<file path="config.mk">
export PLATFORM = sky130hd
export DESIGN_NAME = ccff_chain_loader
export DESIGN_NICKNAME = d
export VERILOG_FILES = /design/src/rtl/ccff_chain_loader.sv
export SDC_FILE = /design/constraint.sdc
export NUM_CORES = 1
export LEC_CHECK = 0
export CORE_ASPECT_RATIO = 1.2
export CORE_UTILIZATION = 50
export CTS_CLUSTER_DIAMETER = 120
export DETAILED_ROUTE_END_ITERATION = 16
export HOLD_SLACK_MARGIN = 0.08
export PLACE_DENSITY_LB_ADDON = 0.08
export SYNTH_ARGS = -nofsm -noshare
export SYNTH_HDL_FRONTEND = slang
export SYNTH_SLANG_ARGS = --single-unit
</file>
<file path="constraint.sdc">
create_clock -name prog_clk -period 2.4 [get_ports prog_clk]
set_input_delay 0.48 -clock prog_clk [delete_from_list [all_inputs] [get_ports prog_clk]]
set_output_delay 0.48 -clock prog_clk [all_outputs]
set_load 0.05 [all_outputs]
</file>
<file path="src/rtl/ccff_chain_loader.sv">
// ccff_chain_loader: host-side program/readback controller for one configuration chain
module ccff_chain_loader #(
  parameter int CHAIN_LEN = 160,
  parameter int WORD_W = 8
) (
  input  logic              prog_clk,
  input  logic              pReset,
  input  logic              start,
  input  logic              mode,
  input  logic              abort,
  input  logic [WORD_W-1:0] wr_data,
  input  logic              wr_valid,
  output logic              wr_ready,
  output logic [WORD_W-1:0] rd_data,
  output logic              rd_valid,
  input  logic              rd_ready,
  output logic              ccff_head,
  input  logic              ccff_tail,
  output logic              ccff_en,
  output logic              busy,
  output logic              done
);
  localparam int CNT_W = $clog2(CHAIN_LEN + 1);
  localparam int WC_W = $clog2(WORD_W + 1);
  typedef enum logic [2:0] {IDLE, PGM_FETCH, PGM_SHIFT, RB_SHIFT, RB_OUT, DONE} state_t;
  state_t state_q, state_d;
  logic [CNT_W-1:0] bit_cnt_q, bit_cnt_d;
  logic [WC_W-1:0] word_cnt_q, word_cnt_d, take;
  logic [WORD_W-1:0] sreg_q, sreg_d, rsreg_q, rsreg_d;
  logic chain_end;
  int rem;
  always_comb begin
    rem = CHAIN_LEN - int'(bit_cnt_q);
    take = (rem < WORD_W) ? WC_W'(rem) : WC_W'(WORD_W);
    chain_end = bit_cnt_q == CNT_W'(CHAIN_LEN - 1);
    state_d = state_q;
    bit_cnt_d = bit_cnt_q;
    word_cnt_d = word_cnt_q;
    sreg_d = sreg_q;
    rsreg_d = rsreg_q;
    case (state_q)
      IDLE: if (start) begin
        state_d = mode ? RB_SHIFT : PGM_FETCH;
        bit_cnt_d = '0;
        word_cnt_d = '0;
        rsreg_d = '0;
      end
      PGM_FETCH: if (wr_valid) begin
        sreg_d = wr_data;
        word_cnt_d = take;
        state_d = PGM_SHIFT;
      end
      PGM_SHIFT: begin
        sreg_d = sreg_q >> 1;
        bit_cnt_d = bit_cnt_q + CNT_W'(1);
        word_cnt_d = word_cnt_q - WC_W'(1);
        if (word_cnt_q == WC_W'(1)) state_d = chain_end ? DONE : PGM_FETCH;
      end
      // word_cnt doubles as the bit index inside the readback word
      RB_SHIFT: begin
        rsreg_d = rsreg_q | (WORD_W'(ccff_tail) << word_cnt_q);
        bit_cnt_d = bit_cnt_q + CNT_W'(1);
        word_cnt_d = word_cnt_q + WC_W'(1);
        if (chain_end || word_cnt_q == WC_W'(WORD_W - 1)) begin
          word_cnt_d = '0;
          state_d = RB_OUT;
        end
      end
      RB_OUT: if (rd_ready) begin
        state_d = (bit_cnt_q == CNT_W'(CHAIN_LEN)) ? DONE : RB_SHIFT;
        rsreg_d = (bit_cnt_q == CNT_W'(CHAIN_LEN)) ? rsreg_q : '0;
      end
      default: state_d = IDLE;
    endcase
    if (abort && state_q != IDLE) state_d = IDLE;
  end
  always_ff @(posedge prog_clk or negedge pReset) begin
    if (!pReset) begin
      state_q <= IDLE;
      bit_cnt_q <= '0;
      word_cnt_q <= '0;
      sreg_q <= '0;
      rsreg_q <= '0;
    end else begin
      state_q <= state_d;
      bit_cnt_q <= bit_cnt_d;
      word_cnt_q <= word_cnt_d;
      sreg_q <= sreg_d;
      rsreg_q <= rsreg_d;
    end
  end
  assign busy = state_q != IDLE;
  assign wr_ready = state_q == PGM_FETCH && !abort;
  assign rd_valid = state_q == RB_OUT;
  assign rd_data = rsreg_q;
  assign ccff_en = (state_q == PGM_SHIFT || state_q == RB_SHIFT) && !abort;
  assign ccff_head = (state_q == PGM_SHIFT) ? sreg_q[0] : (state_q == RB_SHIFT) ? ccff_tail : 1'b0;
  assign done = state_q == DONE && !abort;
endmodule
</file>
### After elaboration in Yosys (flattened, before gate mapping)

Index checks and enable logic that the tools add are counted.

| word-level totals | value |
|---|---|
| register bits after elaboration | 31 |
| bits of input ports | 16 |
| output and inout port bits | 14 |
| logic and storage cells | 73 |

| operators by class | value |
|---|---|
| $add $sub $neg | 4 |
| order comparisons | 1 |
| equality and inequality tests | 18 |
| shift operators | 1 |
| multiplexer cells | 24 |
| bitwise logic cells | 1 |
| reductions and logical operators | 19 |

Operators by type and width:

| operator | number |
|---|---|
| 8-bit 2-to-1 mux | 4 |
| 8-bit case mux with 2 select lines | 2 |
| 3-bit 2-to-1 mux | 8 |
| 8-bit case mux with 3 select lines | 1 |
| 8-bit equality test (second input constant) | 2 |
| 4-bit 2-to-1 mux | 4 |
| 4-bit case mux with 4 select lines | 1 |
| 3-bit case mux with 5 select lines | 1 |
| 3-bit != test (second input constant) | 4 |
| 9-bit by 5-bit < comparator with 1-bit output (second input constant) | 1 |
| 8-bit by 8-bit subtractor with 9-bit output (first input constant) | 1 |
| 8-bit by 1-bit adder with 8-bit output (second input constant) | 1 |
| 8-bit bitwise OR | 1 |
| 1-bit by 4-bit << shifter with 8-bit output | 1 |
| 3-bit by 2-bit equality test with 1-bit output (second input constant) | 2 |
| 3-bit equality test (second input constant) | 2 |
| 2-bit != test (second input constant) | 3 |
| 3-bit nonzero test | 2 |
| 5-bit AND reduction | 1 |
| 4-bit by 1-bit adder with 4-bit output (second input constant) | 1 |
| 4-bit by 1-bit equality test with 1-bit output (second input constant) | 1 |
| 4-bit by 3-bit equality test with 1-bit output (second input constant) | 1 |
| 1-bit logical AND | 4 |
| 2-bit AND reduction | 2 |
| 14 further kinds | 17 |

### Longest topological paths before layout

Gate-level depths: netlist of run 1.

| logic depth | value |
|---|---|
| depth after elaboration | 5 |
| depth in mapped cells | 8 |
| depth with buffers taken out | 7 |

### Worst setup path before layout of run 1

Ideal clock, no wire load.

| path | value |
|---|---|
| path type | register to output |
| start | register state_q[1] |
| end | output wr_ready |
| arrival time | 2227 ps |
| required time | 1920 ps |
| slack | -307 ps |
| stages on the path, launching flop included | 3 |
| path buffers | 1 |
| cell sequence | dfrtp_1 -> clkbuf_8 -> nor4b_1 |

| between the ends | value |
|---|---|
| cells in the longest elaborated chain, start to end | 2 |

RTL lines:

| item | line | source |
|---|---|---|
| start: declaration | 26 | `state_t state_q, state_d;` |
| start signal: assignment | 85 | `state_q <= state_d;` |
| 3-bit by 1-bit equality test with 1-bit output | 93 | `assign wr_ready = state_q == PGM_FETCH && !abort;` |
| 1-bit logical AND | 93 |  |
| end: declaration | 13 | `output logic wr_ready,` |

No other way between the ends.

### Worst setup path after layout of run 1

| path | value |
|---|---|
| start | register state_q[0] |
| end | output busy |

| between the ends | value |
|---|---|
| cells in the longest elaborated chain, start to end | 1 |

RTL lines:

| item | line | source |
|---|---|---|
| 3-bit nonzero test | 92 | `assign busy = state_q != IDLE;` |
| end: declaration | 20 | `output logic busy,` |

No other way between the ends.

==> metrics, run 1 <==
outcome finished, final reports clean; syn nets ~240; Hold WS ~0.50 ns; CTS tree done; starting density of the core between 50% and 60%; Avg Cell Area, Syn slightly above 9 um2; switching share of power 43.4%; Slew Viols, Final 0; CTS Sinks 31; Remaining DRCs 0; first-pass GRT wire length between 7000 and 8000 um; Pint about 0.0016 W; number of global-route vias before repair around 1600; die height a little over 70 um; Routed WL roughly 4500 um; Setup CP Type register to output pin; area of the multi-input gates 0.00105 mm2; Initial DRC Count 70; Layout Nets roughly 270; Die Wd roughly 59 um; ant diodes 0; Placer Congestion between 0.8 and 0.9; # IOs 30; Hold Fails Final Rpt 0; fmax around 450 MHz; Filler cells 317; worst hold path class register to register; YS warnings 0; DRT Pass-1 Iters 4; Tot GR Track Use a little under a quarter; Final TNS setup 0 ns; Cells on Worst Hold Path 2; Root Buffer Master clkbuf_8; cts hold-fix bufs 0; worst r2r src word_cnt_q[1]; CP arrival 1.75 ns; worst setup path start state_q[0]; per-cell routed wire length approximately 15 um; CP Capture Type output pin; Worst EP required between 1.5 and 2 ns; Post-DP HPWL 3220 um; post-cts sizing count 0; combinational share of power between 40% and 50%; Synth Instances roughly 220; floorplan row count 24; Final Critical Period ~2.2 ns; hold path startpoint rd_data[7]; clock skew between 0.006 and 0.007 ns; P_sw roughly 0.0012 W; postcts setup bufs 0; post-synth design cell area around 0.0020 mm2; FF/Latch Area 776 um2; #FFs+latches synth 31; Num CTS Buffers 5; antenna violations before repair 0; Area Overhead vs Synth 22.4%; layout cells sized above 1 14.1%; Power Dens Cells 1140 mW/mm2; worst slew pin tran a little under 0.6 ns; CTS HTree Levels 2; Final Cycle Share between 90% and 100%; RSZ-0062 raised after global routing false; commonest non-fill, non-tap cell in the layout nor2_1; Overflow after GRT 0; Yosys cell types slightly above 50; CP max stage cell dfrtp_1; sequential power share approximately a third; die area 0.00419 mm2; commonest cells after routing, fill and taps aside nor2_1 (32), dfrtp_1 (31), nand2_1 (23), clkdlybuf4s50_1 (23), o21ai_0 (14); endpoints failing setup 0; DR vias/cell 5.65; Max Cap Viol 0; worst-path cell chain or2_2 -> nor2_1 -> inv_1 -> buf_4; Reg2Reg Depth 7; Final ANT Viol Nets 0; worst relative slew slack around 60%; register area share after synthesis ~39%; Vias ~1700; Clock Pin Slew Worst Setup and Hold Paths ~0.070 ns; Crit path largest cell delay 0.60 ns; DP Cell Count around 290; Finished Layout Cells 300; worst-path fanout max 20; clock power share between 10% and 20%; Worst-Skew Late Latency between 0.2 and 0.3 ns; final core occ between 60 and 70%; clock buffer depth 2; pin count of the biggest net entering global routing 32; P_leak between 0.9 and 1 nW; Port Buf Inserts 29; Worst setup SP type register; VDD IR max around 0.86 mV; core area 0.00369 mm2
[layer usage]
| layer | track usage (%) | share of wire [%] | vias to the layer above |
|---|---|---|---|
| li1 | - | - | 827 |
| met4 | 6.88 | 1.5 | 0 |
| met5 | 0 | 0 | - |
| met2 | 39.2 | 51 | 39 |
| met1 | 30.9 | 44 | 821 |
| met3 | 5.67 | 3.7 | 9 |
[kinds of logic (layout without fill, tap and decap cells)]
logic type / after synthesis / in the layout / share of synthesized area (%)
muxes: 3 / 3 / 1.59
and+or+nand+nor: 94 / 94 / 26.0
adders and majority gates: 5 / 5 / 3.18
AOI/OAI and AO/OA: 57 / 57 / 19.5
buffers and inverters: 21 / 52 / 7.58
xor gates and xnor gates: 6 / 6 / 2.67
DFF: 31 / 31 / 39.5
[final cells by class]
class                      instances  area share (%)
inverter                          10            1.56
multi-input combinational        165            43.5
clock inverter                     2            1.46
tap                               52            2.70
clock buffer                       6            3.43
timing repair buffer              34            15.1
sequential                        31            32.2
[per-stage QoR]
stage                     cell area (um2)  setup slack [ns]  power, W
after floorplan                      1970            0.0905   0.00189
after global placement               2290             0.357   0.00216
after detailed placement             2290             0.306   0.00221
after CTS                            2410             0.171   0.00276
after global routing                 2410            0.0237   0.00294
final                                2410             0.169   0.00275
[cell usage after synthesis, drive strengths merged]
| cell type | instances | area (um2) |
|---|---|---|
| a221o | 1 | 10.0 |
| o22ai | 8 | 50.1 |
| o2bb2ai | 1 | 8.76 |
| nor3 | 6 | 30.0 |
| nand3 | 6 | 42.5 |
| or2 | 2 | 12.5 |
| a211oi | 1 | 12.5 |
| nor4b | 1 | 8.76 |
| xnor2 | 5 | 43.8 |
| o21ai | 15 | 75.1 |
| and3 | 2 | 12.5 |
| nand3b | 2 | 15.0 |
| nand2b | 5 | 41.3 |
| dfrtp | 31 | 776 |
| xor2 | 1 | 8.76 |
| and3b | 1 | 10.0 |
| o211ai | 2 | 15.0 |
| nor2 | 32 | 120 |
| inv | 10 | 37.5 |
| nand2 | 23 | 86.3 |
| and2b | 2 | 15.0 |
| o311a | 1 | 21.3 |
| o22a | 1 | 10.0 |
| buf | 7 | 76.3 |
| nand4bb | 1 | 27.5 |
| ha | 5 | 62.6 |
| nor2b | 3 | 18.8 |
| nand4 | 3 | 18.8 |
| mux2i | 2 | 20.0 |
| and4bb | 1 | 12.5 |
| and2 | 1 | 6.26 |
| o31ai | 2 | 15.0 |
| nor3b | 3 | 33.8 |
| a21oi | 14 | 73.8 |
| a22oi | 2 | 15.0 |
| a31oi | 3 | 18.8 |
| o311ai | 4 | 42.6 |
| o21a | 2 | 15.0 |
| mux2 | 1 | 11.3 |
| clkbuf | 4 | 35.0 |
[power groups by stage]
| stage | Sequential [W] | Clock [W] | Combinational (W) |
|---|---|---|---|
| final | 0.000907 | 0.000540 | 0.00130 |
| after global routing | 0.000934 | 0.000571 | 0.00144 |
| after CTS | 0.000904 | 0.000548 | 0.00131 |
| after detailed placement | 0.000914 | 0 | 0.00129 |
| after global placement | 0.000894 | 0 | 0.00127 |
| after floorplan | 0.000849 | 0 | 0.00104 |
[sequential cells by signal, summed over array words and instances (netlist names)]
name,count
rd_data,8
state_q,3
bit_cnt_q,8
word_cnt_q,4
sreg_q,8
[worst max-delay path, delay by kind of cell (launching register included)]
kind	cells	cell delay (ns)
simple gates	2	0.61
flops	1	0.60
buf+inv	2	0.26
[path summary, 6_finish.rpt]
| kind | slack, ns | endpoint |
|---|---|---|
| setup / recovery | 0.17 | busy |
| hold / removal | 0.50 | rd_data[7] |
| setup reg to reg | 0.40 | state_q[2] |
| hold reg to reg | 0.50 | rd_data[7] |
| max in group asynchronous | 1.51 | bit_cnt_q[4] |
| min in group asynchronous | 0.60 | word_cnt_q[2] |
Note: power is estimated with default switching activity, not from simulation.
==> inputs of run 2 (changes only) <==
clock period = 2.8 ns   (was 2.4 ns; I/O delays follow)
==> run 2 against run 1 <==
  * Via count shrank 2.5%
  * Combinational power decreased by 15%
  * Critical path depth unchanged
  * Cell area decreased by 1.7%
  * Clock power shrank 13%
  * Sequential cell count unchanged
  * Setup slack worse by 0.067 ns
  * Non-clock buffer count decreased by 2
  * Critical endpoint unchanged
==> metrics, run 2 (synthesis results as in run 1) <==
Reg2Reg Depth 7 (unchanged); Power Dens Cells 984 mW/mm2 (-14%); Placer Congestion 0.931 (+10%); clock buffer depth 2 (unchanged); Final ANT Viol Nets 0 (unchanged); clock skew 0.00251 ns (-0.00447 ns); Clock Pin Slew Worst Setup and Hold Paths 0.07 ns (about the same); Final Critical Period about 2.7 ns; Port Buf Inserts 29 (unchanged); per-cell routed wire length 14.9 um (-0.82%); Finished Layout Cells 298 (-0.67%); RSZ-0062 raised after global routing false; Initial DRC Count 94 (+34%); # IOs 30 (unchanged); crit path to busy; cts hold-fix bufs 0 (unchanged); worst slew pin tran 0.571 ns (-0.0255 ns); reg-to-reg setup timing slack 0.85 ns (+0.45 ns); CTS HTree Levels 2 (unchanged); die area 0.00419 mm2 (unchanged); outcome finished, final reports clean; worst relative slew slack 61.4% (+1.2 points); worst r2r src bit_cnt_q[0]; Vias 1653 (-2.5%); endpoints failing setup 0 (unchanged); number of global-route vias before repair 1622 (-0.67%); Die Wd 59.2 um (unchanged); floorplan row count 24 (unchanged); core area 0.00369 mm2 (unchanged); commonest non-fill, non-tap cell in the layout nor2_1; CP arrival 2.14 ns (+0.39 ns); antenna violations before repair 0 (unchanged); layout cells sized above 1 12.2% (-1.9 points); VDD IR max 0.676 mV (-21%); Overflow after GRT 0 (unchanged); Filler cells 350 (+10%); Post-DP HPWL 3250 um (+1.0%); starting density of the core 53.2% (unchanged); CTS Sinks 31 (unchanged); fmax 371 MHz; ant diodes 0 (unchanged); Num CTS Buffers 5 (unchanged); DR vias/cell 5.55 (-1.9%); CP Capture Type output pin; Final Cycle Share between 90% and 100%; FF/Latch Area 776 um2 (unchanged); Hold WS 0.495 ns (-0.000537 ns); postcts setup bufs 0 (unchanged); final core occ 64.0% (-1.1 points); Root Buffer Master clkbuf_8; P_leak 0.971 nW (-2.1%); DP Cell Count 290 (-0.68%); worst hold path class register to register; first-pass GRT wire length 7650 um (-1.1%); Worst-Skew Late Latency 0.29 ns (about the same); Worst setup SP type register; RR Endpoint rd_data[7]; DRT Pass-1 Iters 5 (+1); Remaining DRCs 0 (unchanged); Routed WL 4450 um (-1.5%); pin count of the biggest net entering global routing 32 (unchanged); worst-path fanout max 13 (-35%); Area Overhead vs Synth 20.3%; Slew Viols, Final 0 (unchanged); Final TNS setup 0 ns (unchanged); area of the multi-input gates 0.00104 mm2 (-0.60%); Max Cap Viol 0 (unchanged); worst setup path start state_q[1]; Setup CP Type register to output pin; commonest cells after routing, fill and taps aside nor2_1 (32), dfrtp_1 (31), clkdlybuf4s50_1 (25), nand2_1 (23), o21ai_0 (15); Worst EP required 2.24 ns (+0.32 ns); dpl ws 0.419 ns (+0.113 ns); die height 70.7 um (unchanged); Layout Nets 266 (-0.75%); Tot GR Track Use 24.3% (+0.41 points); Hold Fails Final Rpt 0 (unchanged); CTS tree done; post-cts sizing count 0 (unchanged); Final WS setup 0.102 ns (-0.0665 ns)
run 2: routing by layer:
| layer | vias to the layer above | share of wire, % | track usage [%] |
|---|---|---|---|
| met2 | 46 | 50 | 38.6 |
| met5 | - | 0 | 0 |
| met3 | 14 | 4.2 | 4.94 |
| met4 | 0 | 2.5 | 10.6 |
| met1 | 771 | 44 | 31.6 |
| li1 | 822 | - | - |
run 2: worst min-delay path by stage:
stage               start            to  slack [ns]  depth (start not counted)
6_report       rd_data[7]    rd_data[7]        0.49                          2
5_1_grt        rd_data[0]    rd_data[0]        0.53                          2
4_1_cts        rd_data[7]    rd_data[7]        0.50                          2
3_5_place_dp   rd_data[7]    rd_data[7]        0.48                          2
3_3_place_gp   rd_data[3]    rd_data[3]        0.47                          2
2_1_floorplan      pReset  bit_cnt_q[0]        0.26                          0
run 2: critical path, stage by stage, from the launching register on:
cell             delay, ns
dfrtp_1               0.52
or2_2                 0.36
nor2_1                0.20
inv_1                 0.07
clkdlybuf4s50_1       0.70
run 2: area by class of cell:
| type | instances | share of cell area [%] |
|---|---|---|
| well taps | 52 | 2.75 |
| flip-flops and latches | 31 | 32.8 |
| multi-input cells | 165 | 44.0 |
| clock buffers | 6 | 3.49 |
| repair buffers | 32 | 13.9 |
| clock inverters | 2 | 1.48 |
| inverters | 10 | 1.59 |
run 2: stage by stage:
step                power, W  instance area [um2]
floorplan            0.00162                 1970
global placement     0.00182                 2250
detailed placement   0.00187                 2250
CTS                  0.00234                 2360
global route         0.00250                 2360
finish               0.00233                 2360
run 2: report_power, final:
group	leakage, nW	switching (W)	internal, W
Combinational	0.509	0.000663	0.000443
Sequential	0.401	0.000171	0.000580
Clock	0.0612	0.000182	0.000288
==> inputs of run 3 (changes only) <==
clock period = 3.2 ns   (was 2.8 ns; I/O delays follow)
==> run 3 against run 2 <==
  * Sequential cell count stayed put
  * Register-to-register slack better by 0.36 ns
  * Global-route usage fell by 0.91 points
  * Combinational power is 17% lower
  * Critical path depth is the same
  * Setup slack better by 0.099 ns
  * Clock-buffer cell count is the same
  * Via count grew 1.6%
  * Die area stayed put
  * Critical endpoint is now ccff_head
  * Hold slack is essentially flat
  * Routed wire length decreased by 1.8%
  * Largest cell class unchanged
  * Highest routed layer unchanged
==> metrics, run 3 (synthesis results as in run 1) <==
P_leak 0.954 nW (-1.7%); Reg2Reg Depth 6 (-1); clock skew 0.00614 ns (+0.00363 ns); Setup CP Type register to output pin; met1 Usage GRT 29.8% (-1.8 points); Worst-Skew Late Latency 0.28 ns (about the same); floorplan row count 24 (unchanged); Port Buf Inserts 29 (unchanged); Power Dens Cells 853 mW/mm2 (-13%); post-cts sizing count 0 (unchanged); clock power share 20.1% (about the same); ant diodes 0 (unchanged); VDD IR max 0.584 mV (-14%); antenna violations before repair 0 (unchanged); GR peak layer met2; Num CTS Buffers 5 (unchanged); switching share of power 43.8% (+0.17 points); Die Wd 59.2 um (unchanged); Root Buffer Master clkbuf_8; Final TNS setup 0 ns (unchanged); Remaining DRCs 0 (unchanged); RR Endpoint state_q[2]; Initial DRC Count 99 (+5.3%); hold endpoint rd_data[3]; worst hold path class register to register; Slew Viols, Final 0 (unchanged); commonest non-fill, non-tap cell in the layout nor2_1; Pint 0.00112 W (-14%); # IOs 30 (unchanged); GR Layer Usage met3 4.39% (-0.55 points); Layout Nets 265 (-0.38%); RSZ-0062 raised after global routing false; Worst setup SP type register; cts hold-fix bufs 0 (unchanged); P_sw 0.000875 W (-14%); Routed WL 4370 um (-1.8%); dpl ws 0.414 ns (-0.00514 ns); Clock Pin Slew Worst Setup and Hold Paths 0.07 ns (about the same); Final WS setup 0.201 ns (+0.0992 ns); Max Cap Viol 0 (unchanged); worst slew pin tran 0.624 ns (+0.0531 ns); endpoints failing setup 0 (unchanged); combinational share of power 46.3% (-1.2 points); Tot GR Track Use 23.4% (-0.91 points); Post-DP HPWL 3190 um (-1.9%); pin count of the biggest net entering global routing 32 (unchanged); CP arrival 2.36 ns (+0.22 ns); core area 0.00369 mm2 (unchanged); Final Critical Period around 3 ns; die height 70.7 um (unchanged); layout cells sized above 1 10.6% (-1.6 points); number of global-route vias before repair 1617 (-0.31%); Vias 1680 (+1.6%); Area Overhead vs Synth 19.0%; Hold Fails Final Rpt 0 (unchanged); DR vias/cell 5.66 (+2.0%); grt met2 use 39.1% (+0.50 points); sequential power share 33.6% (+1.3 points); worst relative slew slack 58.4% (-3.0 points); CTS Sinks 31 (unchanged); starting density of the core 53.2% (unchanged); die area 0.00419 mm2 (unchanged); CP Capture Type output pin; clock buffer depth 2 (unchanged); worst-path fanout max 13 (unchanged); CTS HTree Levels 2 (unchanged); reg-to-reg setup timing slack 1.21 ns (+0.36 ns); Filler cells 352 (+0.57%); Placer Congestion 0.874 (-6.1%); per-cell routed wire length 14.7 um (-1.5%); CTS tree done; hold path startpoint rd_data[3]; commonest cells after routing, fill and taps aside nor2_1 (32), dfrtp_1 (31), clkdlybuf4s50_1 (28), nand2_1 (23), o21ai_0 (15); outcome finished, final reports clean; Worst EP required 2.56 ns (+0.32 ns); Cells on Worst Hold Path 2 (unchanged); DRT Pass-1 Iters 4 (-1); Final ANT Viol Nets 0 (unchanged); Final Cycle Share between 90% and 100%; first-pass GRT wire length 7500 um (-2.0%); postcts setup bufs 0 (unchanged); fmax 333 MHz; Overflow after GRT 0 (unchanged); worst r2r src bit_cnt_q[0]
[run 3: cell types whose count changed in the layout (fill, tap and decap cells not counted)]
cell | before | now
buf_12 | 2 | 0
clkdlybuf4s50_1 | 25 | 28
buf_4 | 5 | 3
[run 3: area by class of cell]
type	count	area, um2	share of cell area, %
inverter	10	37.5	1.60
timing repair buffer	31	303	12.9
tap	52	65.1	2.78
multi-input combinational	165	1040	44.5
clock buffer	6	82.6	3.53
clock inverter	2	35.0	1.50
sequential	31	776	33.2
[run 3: worst max-delay path by stage]
stage               startpoint   endpoint  slack (ns)  depth (start not counted)
detailed placement       abort       done        0.41                          3
CTS                 state_q[1]  ccff_head        0.20                          4
global route        state_q[1]  ccff_head       0.003                          4
floorplan                abort   wr_ready        0.28                          1
finish              state_q[1]  ccff_head        0.20                          4
global placement         abort       done        0.46                          3
[run 3: through the flow]
step	cells	hold WS (ns)	util, %	instance area (um2)	total power [W]
6_report	297	0.495	63.3	2340	0.00200
2_1_floorplan	217	0.344	-	1970	0.00141
3_3_place_gp	289	0.475	60.2	2220	0.00156
5_1_grt	297	0.539	63.3	2340	0.00215
3_5_place_dp	289	0.487	60.2	2220	0.00160
4_1_cts	297	0.502	63.3	2340	0.00201
[run 3: power groups by stage]
stage                     combinational [W]  sequential (W)  clock [W]
after floorplan                    0.000779        0.000636          0
after global placement             0.000897        0.000665          0
after detailed placement           0.000920        0.000676          0
after CTS                          0.000932        0.000669   0.000411
after global routing                0.00103        0.000696   0.000427
final                              0.000923        0.000670   0.000402
[run 3: critical path, cell delays in order, from the launching register on]
cell	delay, ns
dfrtp_1	0.57
and2b_1	0.39
nand2b_1	0.13
o21ai_0	0.16
clkdlybuf4s50_1	0.82
[run 3: routing by layer]
metal / vias to the layer above / share of wire (%)
met5: - / 0
met4: 0 / 0.91
met3: 6 / 4.0
met2: 42 / 51
met1: 812 / 44
li1: 820 / -
